===== config.mk =====
export PLATFORM = sky130hd
export DESIGN_NAME = playfield_hscroll_multi
export DESIGN_NICKNAME = d
export VERILOG_FILES = /design/src/rtl/pf_hscroll_pkg.sv /design/src/rtl/playfield_hscroll_lane.sv /design/src/rtl/playfield_hscroll_multi.sv
export SDC_FILE = /design/constraint.sdc
export NUM_CORES = 1
export LEC_CHECK = 0
export CAP_MARGIN = 30
export CORE_ASPECT_RATIO = 0.5
export CORE_MARGIN = 5
export CORE_UTILIZATION = 32
export CTS_CLUSTER_DIAMETER = 40
export DETAILED_ROUTE_END_ITERATION = 8
export GPL_TIMING_DRIVEN = 0
export PLACE_DENSITY = 0.5
export SYNTH_ARGS = -nofsm -noshare
export SYNTH_HDL_FRONTEND = slang
export SYNTH_SLANG_ARGS = --single-unit

===== constraint.sdc =====
create_clock -name clk -period 4.81 [get_ports clk]
set_input_delay 1.443 -clock clk [delete_from_list [all_inputs] [get_ports clk]]
set_output_delay 1.443 -clock clk [all_outputs]
set_load 0.01 [all_outputs]

===== src/rtl/pf_hscroll_pkg.sv =====
// pf_hscroll_pkg: shared constants, lane state type and column arithmetic for the playfield scroller
package pf_hscroll_pkg;

  localparam int XW_DEF     = 9;
  localparam int FINE_W_DEF = 3;
  localparam int PIX_W_DEF  = 4;
  localparam int PRIO_W_DEF = 8;

  typedef enum logic [1:0] {IDLE, FILL, RUN} lane_state_t;

  function automatic logic [15:0] col_next(input logic [15:0] col, input int cw);
    return (col + 16'd1) & ((16'd1 << cw) - 16'd1);
  endfunction

endpackage


===== src/rtl/playfield_hscroll_lane.sv =====
// playfield_hscroll_lane: one layer's scroll counters, row fetch, pixel serializer and priority flag
module playfield_hscroll_lane
  import pf_hscroll_pkg::*;
#(
  parameter int XW     = XW_DEF,
  parameter int FINE_W = FINE_W_DEF,
  parameter int PIX_W  = PIX_W_DEF,
  parameter int PRIO_W = PRIO_W_DEF
) (
  input  logic                        clk,
  input  logic                        rst_b,
  input  logic                        pix_en,
  input  logic                        line_start,
  input  logic                        scroll_we,
  input  logic [XW-1:0]               scroll_data,
  input  logic                        prio_we,
  input  logic [PRIO_W-1:0]           prio_data,
  output logic                        fetch_req,
  output logic [XW-FINE_W-1:0]        fetch_col,
  input  logic                        fetch_ack,
  input  logic [(PIX_W<<FINE_W)-1:0]  fetch_row,
  output logic [PIX_W-1:0]            pix_out,
  output logic                        pf_over_mo,
  output logic                        underrun
);

  localparam int CW = XW - FINE_W;
  localparam int IW = $clog2(PRIO_W);

  lane_state_t state, state_nx;
  logic [XW-1:0]              pend, eff;
  logic [FINE_W-1:0]          fine;
  logic [CW-1:0]              coarse, c1, c2;
  logic [(PIX_W<<FINE_W)-1:0] shift_buf, pre_buf;
  logic [PRIO_W-1:0]          prio_mask;
  logic                       pre_full, start, run_pix, bound, take;

  assign start      = line_start & pix_en;
  assign eff        = scroll_we ? scroll_data : pend;
  assign run_pix    = pix_en & (state == RUN);
  assign bound      = run_pix & (&fine);
  assign take       = fetch_ack & fetch_req;
  assign c1         = CW'(col_next(16'(coarse), CW));
  assign c2         = CW'(col_next(16'(c1), CW));
  assign pf_over_mo = prio_mask[pix_out[IW-1:0]];

  // lane state register
  always_ff @(posedge clk or negedge rst_b)
    if (!rst_b) state <= IDLE;
    else state <= state_nx;

  // lane next state: a new line always refills, the first loaded row starts output
  always_comb begin
    state_nx = state;
    if (start) state_nx = FILL;
    else if (state == FILL && take) state_nx = RUN;
  end

  // scroll/prio registers, counters, fetch handshake and serializer
  always_ff @(posedge clk or negedge rst_b) begin
    if (!rst_b) begin
      pend      <= '0;
      prio_mask <= '0;
      fine      <= '0;
      coarse    <= '0;
      shift_buf <= '0;
      pre_buf   <= '0;
      pre_full  <= 1'b0;
      fetch_req <= 1'b0;
      fetch_col <= '0;
      pix_out   <= '0;
      underrun  <= 1'b0;
    end else begin
      if (scroll_we) pend <= scroll_data;
      if (prio_we) prio_mask <= prio_data;
      if (start) begin
        fine      <= eff[FINE_W-1:0];
        coarse    <= eff[XW-1:FINE_W];
        shift_buf <= '0;
        pre_buf   <= '0;
        pre_full  <= 1'b0;
        fetch_req <= 1'b1;
        fetch_col <= eff[XW-1:FINE_W];
        pix_out   <= '0;
      end else begin
        if (run_pix) begin
          fine    <= fine + 1'b1;
          pix_out <= shift_buf[PIX_W*fine +: PIX_W];
        end
        if (bound) begin
          coarse    <= c1;
          shift_buf <= pre_full ? pre_buf : take ? fetch_row : '0;
          pre_full  <= 1'b0;
          if (!pre_full && !take) underrun <= 1'b1;
          fetch_req <= 1'b1;
          fetch_col <= c2;
        end else if (take) begin
          if (state == FILL) begin
            shift_buf <= fetch_row;
            fetch_col <= c1;
          end else begin
            pre_buf  <= fetch_row;
            pre_full <= 1'b1;
          end
          fetch_req <= 1'b0;
        end else if (state == RUN && !pre_full && !fetch_req) fetch_req <= 1'b1;
      end
    end
  end

endmodule


===== src/rtl/playfield_hscroll_multi.sv =====
// playfield_hscroll_multi: N-layer horizontal scroll engine, write decode and port flattening
module playfield_hscroll_multi
  import pf_hscroll_pkg::*;
#(
  parameter int NUM_LAYERS = 2,
  parameter int XW         = XW_DEF,
  parameter int FINE_W     = FINE_W_DEF,
  parameter int PIX_W      = PIX_W_DEF,
  parameter int PRIO_W     = PRIO_W_DEF,
  localparam int SEL_W     = NUM_LAYERS > 1 ? $clog2(NUM_LAYERS) : 1,
  localparam int CW        = XW - FINE_W,
  localparam int ROW_W     = PIX_W << FINE_W
) (
  input  logic                        clk,
  input  logic                        rst_b,
  input  logic                        pix_en,
  input  logic                        line_start,
  input  logic                        scroll_we,
  input  logic [SEL_W-1:0]            scroll_sel,
  input  logic [XW-1:0]               scroll_data,
  input  logic                        prio_we,
  input  logic [PRIO_W-1:0]           prio_data,
  output logic [NUM_LAYERS-1:0]       fetch_req,
  output logic [NUM_LAYERS*CW-1:0]    fetch_col,
  input  logic [NUM_LAYERS-1:0]       fetch_ack,
  input  logic [NUM_LAYERS*ROW_W-1:0] fetch_row,
  output logic [NUM_LAYERS*PIX_W-1:0] pix_out,
  output logic [NUM_LAYERS-1:0]       pf_over_mo,
  output logic [NUM_LAYERS-1:0]       underrun
);

  for (genvar g = 0; g < NUM_LAYERS; g++) begin : g_lane
    logic sel;
    assign sel = scroll_sel == SEL_W'(g);
    playfield_hscroll_lane #(
      .XW(XW), .FINE_W(FINE_W), .PIX_W(PIX_W), .PRIO_W(PRIO_W)
    ) u_lane (
      .clk(clk),
      .rst_b(rst_b),
      .pix_en(pix_en),
      .line_start(line_start),
      .scroll_we(scroll_we & sel),
      .scroll_data(scroll_data),
      .prio_we(prio_we & sel),
      .prio_data(prio_data),
      .fetch_req(fetch_req[g]),
      .fetch_col(fetch_col[g*CW +: CW]),
      .fetch_ack(fetch_ack[g]),
      .fetch_row(fetch_row[g*ROW_W +: ROW_W]),
      .pix_out(pix_out[g*PIX_W +: PIX_W]),
      .pf_over_mo(pf_over_mo[g]),
      .underrun(underrun[g])
    );
  end

endmodule

# Word-level counts from Yosys, hierarchy flattened
# Cells that the tools add are included.
# totals
in_bits	90
elab_cells	161
regBits	210
# classes
bitwise	13
n_lt_le_gt_ge	2
n_reduce_logical	38
n_shift	2
add_sub_neg	6
n_mux	66
n_eq_ne	10
# op_table
cell	n
$mux W32	20
$mux W6	12
$shiftx A32 B6 Y4	2
$add A6 B1 Y6 const B	4
$mux W1	18
$mux W9	2
$reduce_and A3 Y1	6
$mux W4	4
$reduce_bool A2 Y1	8
$mux W3	4
$reduce_bool A3 Y1	4
$and A1 B1 Y1	11
$logic_and A1 B1 Y1	8
$lt A3 B4 Y1 const B	2
$mux W2	4
$reduce_and A2 Y1	4
$reduce_bool A4 Y1	2
$add A3 B1 Y3 const B	2
$bmux W1 S3	2
$logic_not A1 Y1	6
$eq A2 B1 Y1 const B	2
$eq A2 B2 Y1 const B	2
$ne A2 B1 Y1 const B	2
$ne A2 B2 Y1 const B	2
3 further kinds	4

# Depth between registers and ports, before layout
# depth
word_depth	7
mapped_depth	8
depth_no_buf	7

# Cells and area by module
# From an unflattened synthesis, not the netlist that was laid out.
# hier_totals
hier_cells	902
hier_area_um2	9836.9
# modules_own_cells
module	cells_each	instances	area_each_um2
playfield_hscroll_lane (g_lane[1].u_lane)	449	1	4909.7
playfield_hscroll_lane (g_lane[0].u_lane)	449	1	4902.2
playfield_hscroll_multi	4	1	25.0

# Worst setup path before layout
# No wires, ideal clock.
# synth_path
path_kind	register -> output
start	register g_lane[0].u_lane.pix_out[0]
end	output pf_over_mo[0]
arrival_ps	1346
setup_slack_ps	2021
path_stages_with_launch	4
cell_sequence	dfrtp_1 mux4_2 mux2_2 buf_4
# synth_between
elab_chain_cells	2
# synth_rtl
item	line_no	rtl
start: declaration	playfield_hscroll_lane.sv:22	output logic [PIX_W-1:0] pix_out,
start signal: assignment	playfield_hscroll_lane.sv:88	pix_out <= shift_buf[PIX_W*fine +: PIX_W];
$bmux W1 S3	playfield_hscroll_lane.sv:45	assign pf_over_mo = prio_mask[pix_out[IW-1:0]];
$mux W1 (not written as such)	playfield_hscroll_lane.sv:45	
end: declaration	playfield_hscroll_multi.sv:28	output logic [NUM_LAYERS-1:0] pf_over_mo,
# No other way between the ends. The select of a mux whose other input is x is not followed.

# Worst setup path in the final report
# layout_path
start	register g_lane[1].u_lane.pix_out[0]
end	output pf_over_mo[1]
# layout_between
elab_chain_cells	2
# layout_rtl
item	line_no
start: declaration	playfield_hscroll_lane.sv:22
start signal: assignment	playfield_hscroll_lane.sv:88
$bmux W1 S3	playfield_hscroll_lane.sv:45
$mux W1 (not written as such)	playfield_hscroll_lane.sv:45
# No other way between the ends. The select of a mux whose other input is x is not followed.

==> metrics <==
dominant cell by count in the synthesized netlist=dfrtp_1; DR pass1 iterations=4; internal power=~4.4 mW; YS warnings=0; clock power share=between 30% and 40%; Power Total=approximately 6.6 mW; RSZ-0062 raised after global routing=no; required time worst endpoint=3370 ps; DRC=0; Primary FF master, synth=dfrtp_1; hold path cells=2; I/O pin count=116; max cap viols=0; GRT met3 Usage=roughly 2.7%; clk sinks=210; final instance area=about 0.013 mm2; post_cts resized=0; crit start category=register; post-synthesis compound-gate area fraction=about a fifth; Routability Congestion=0.797; PortBufs=between 100 and 150; total CTS buffers=27; wire per inst=18.3 um; Layout Skew=roughly 23 ps; Die Width=259 um; Tmin final=3830 ps; CP Data Arrival Time=2390 ps; met2 Usage GRT=between 20 and 30%; CTS H-Tree Depth=1; Pleak=5.50 nW; antenna violations before repair=0; Tot GR Track Use=between 15 and 20%; FFs w/ async S/R, synth=between 90% and 100%; Seq pwr share=between 40% and 50%; post-synthesis register bit count=210; largest fanout on the critical path=4; vias per inst=5.05; grt met1 use=20.8%; main combinational cell family by area after synthesis=compound AO/OA/AOI/OAI gates; fin nets=1117; sequential area share after synthesis=between 50% and 60%; first-pass GRT wire length=roughly 44 mm; DR vias=~7.4k; top cells by area, synth=dfrtp_1 53%, a22o_1 6.3%, mux2i_1 4.6%; combinational fraction of design power=around 29%; Total Routed Length=between 20 and 30 mm; Starting Density=between 30% and 40%; Hold Fails Final Rpt=0; Routed Antenna Nets=0; DR iter-0 viols=around 460; clock buffer depth=3; synth unique cells=52; worst reg2reg path depth=8; kind of critical path=reg -> out; Slew Limit Headroom=about two fifths; mapped cell area=0.00993 mm2; post-synthesis mux area share=12.7%; full die area=approximately 0.035 mm2; simple-gate portion of the synthesized area=a little under a tenth; Post-synth EDFFs=0; total net switching power=about 2.2 mW; Syn Nets=just under 1k; Critical Path End Type=output port; vias in the first global route=around 7.9k; measured slew at the worst slew-check pin=around 890 ps; Hold WC Path Type=reg -> reg; Max Slew Vio Count=0; Power Density=between 500 and 600 mW/mm2; hpwl dp=between 15 and 20 mm; Cell Area, Placed=between 0.01 and 0.015 mm2; # rows=45; top cell type's share of synthesized area=52.9%; largest net degree at the start of global routing=roughly 120; cells after synthesis=~870; status=finished clean; worst hold slack=about 480 ps; final setup fails=0; CTS Hold Bufs=0; total congestion overflow=0; Synth Area in XOR/XNOR=~1.5%; Core Box Area=between 0.03 and 0.04 mm2; Setup TNS=0 ps; sw frac=roughly a third; root buf cell=clkbuf_16; CTS tree=done; post-synthesis adder-cell area fraction=1.01%; Syn Area/Cell=~11 um2; GR peak layer=met2; synthesis-to-finish area growth=26.4%; Clock transition at path regs=about 70 ps; Worst IR Drop VDD=roughly 270 uV; Worst-Skew Late Latency=roughly 540 ps; die height=between 100 and 150 um; Period Utilization, post-route=about four fifths; setup bufs post-CTS=0; top cells by count, synth=210 x dfrtp_1, 71 x a22o_1, 71 x nor2_1; Yosys top cell by area=dfrtp_1; Fmax=roughly 0.26 GHz; fraction of layout cells with a size suffix above 1=~14%
## power by group through the flow
| stage | logic, mW | clock network [mW] | registers, mW |
|---|---|---|---|
| floorplan | 1.27 | 0 | 2.60 |
| global placement | 1.90 | 0 | 2.67 |
| detailed placement | 1.93 | 0 | 2.68 |
| CTS | 1.94 | 2.09 | 2.66 |
| global route | 2.12 | 2.16 | 2.73 |
| finish | 1.91 | 2.04 | 2.66 |
## logic make-up (layout without fill, tap and decap cells)
logic type	after synthesis	in the layout
multiplexers	97	97
flip-flops	210	210
XOR/XNOR	16	16
adder cells (fa/ha/maj)	8	8
buffers and inverters	78	243
AO/OA/AOI/OAI	271	271
other	0	1
AND/OR/NAND/NOR	194	194
## cell type report
class,count,area [um2]
Antenna cell,1,2.50
Buffer,68,325
Clock buffer,30,707
Clock inverter,19,198
Fill cell,2940,17900
Inverter,10,37.5
Multi-Input combinational cell,586,4320
Sequential cell,210,5260
Tap cell,423,529
Timing Repair Buffer,116,1180
## routing by layer
metal / share of wire (%) / up-vias
met5: 0 / -
met4: 2.8 / 0
met3: 3.3 / 54
met2: 47 / 110
met1: 47 / 3706
li1: - / 3518
## registers in the layout (all words and copies together) (netlist names)
register,count
g_lane.u_lane.pre_buf,64
g_lane.u_lane.prio_mask,16
g_lane.u_lane.state,4
g_lane.u_lane.underrun,2
g_lane.u_lane.pend,18
g_lane.u_lane.pre_full,2
g_lane.u_lane.coarse,12
g_lane.u_lane.pix_out,8
g_lane.u_lane.fine,6
g_lane.u_lane.shift_buf,64
g_lane.u_lane.fetch_col,12
g_lane.u_lane.fetch_req,2
## final timing paths
check / startpoint / to / slack (ps)
worst max-delay path: g_lane[1].u_lane.pix_out[0]$_DFFE_PN0P_ / pf_over_mo[1] / 980
worst min-delay path: g_lane[0].u_lane.shift_buf[9]$_DFFE_PN0P_ / g_lane[0].u_lane.shift_buf[9]$_DFFE_PN0P_ / 480
worst max register to register: g_lane[0].u_lane.fine[0]$_DFFE_PN0P_ / g_lane[0].u_lane.shift_buf[19]$_DFFE_PN0P_ / 2620
worst min register to register: g_lane[0].u_lane.shift_buf[9]$_DFFE_PN0P_ / g_lane[0].u_lane.shift_buf[9]$_DFFE_PN0P_ / 480
max in group asynchronous: rst_b / g_lane[1].u_lane.shift_buf[21]$_DFFE_PN0P_ / 2820
min in group asynchronous: rst_b / g_lane[0].u_lane.pre_buf[6]$_DFFE_PN0P_ / 1000
## critical path, cell delays in order, from the launching register on
cell and delay [ps]:
dfrtp_1 440, mux4_2 530, mux2_2 280, buf_4 130
clkdlybuf4s50_1 460
## cells in the final DEF (no fill, tap or decap), types with 4 or more instances in the layout
cell,netlist,routed
mux2i_1,46,46
nand2b_1,6,6
mux4_2,20,20
xnor2_1,7,7
clkdlybuf4s50_1,0,114
a22oi_1,32,32
clkinv_4,0,5
clkinvlp_4,0,4
buf_1,5,5
a22o_1,71,71
mux2_2,31,31
o21ai_1,30,30
and2_1,4,4
clkbuf_16,0,27
nor2_1,71,71
nand2_1,69,69
nor2b_1,6,6
nand3_1,14,14
o21a_1,35,35
o211ai_1,5,5
o21ai_0,25,25
a31oi_1,7,7
inv_1,10,10
o22ai_1,32,32
buf_4,11,11
ha_1,8,8
clkbuf_1,29,30
buf_2,23,23
dfrtp_1,210,210
a21oi_1,20,20
xor2_1,8,8
## metrics by stage
step           std cells  worst slack, ps  util, %
2_1_floorplan        874             2020        -
3_3_place_gp        1412            -6930     38.1
3_5_place_dp        1413              997     38.2
4_1_cts             1462              944     41.2
5_1_grt             1462              899     41.2
6_report            1463              981     41.2
Power figures use the tool's default switching activity.
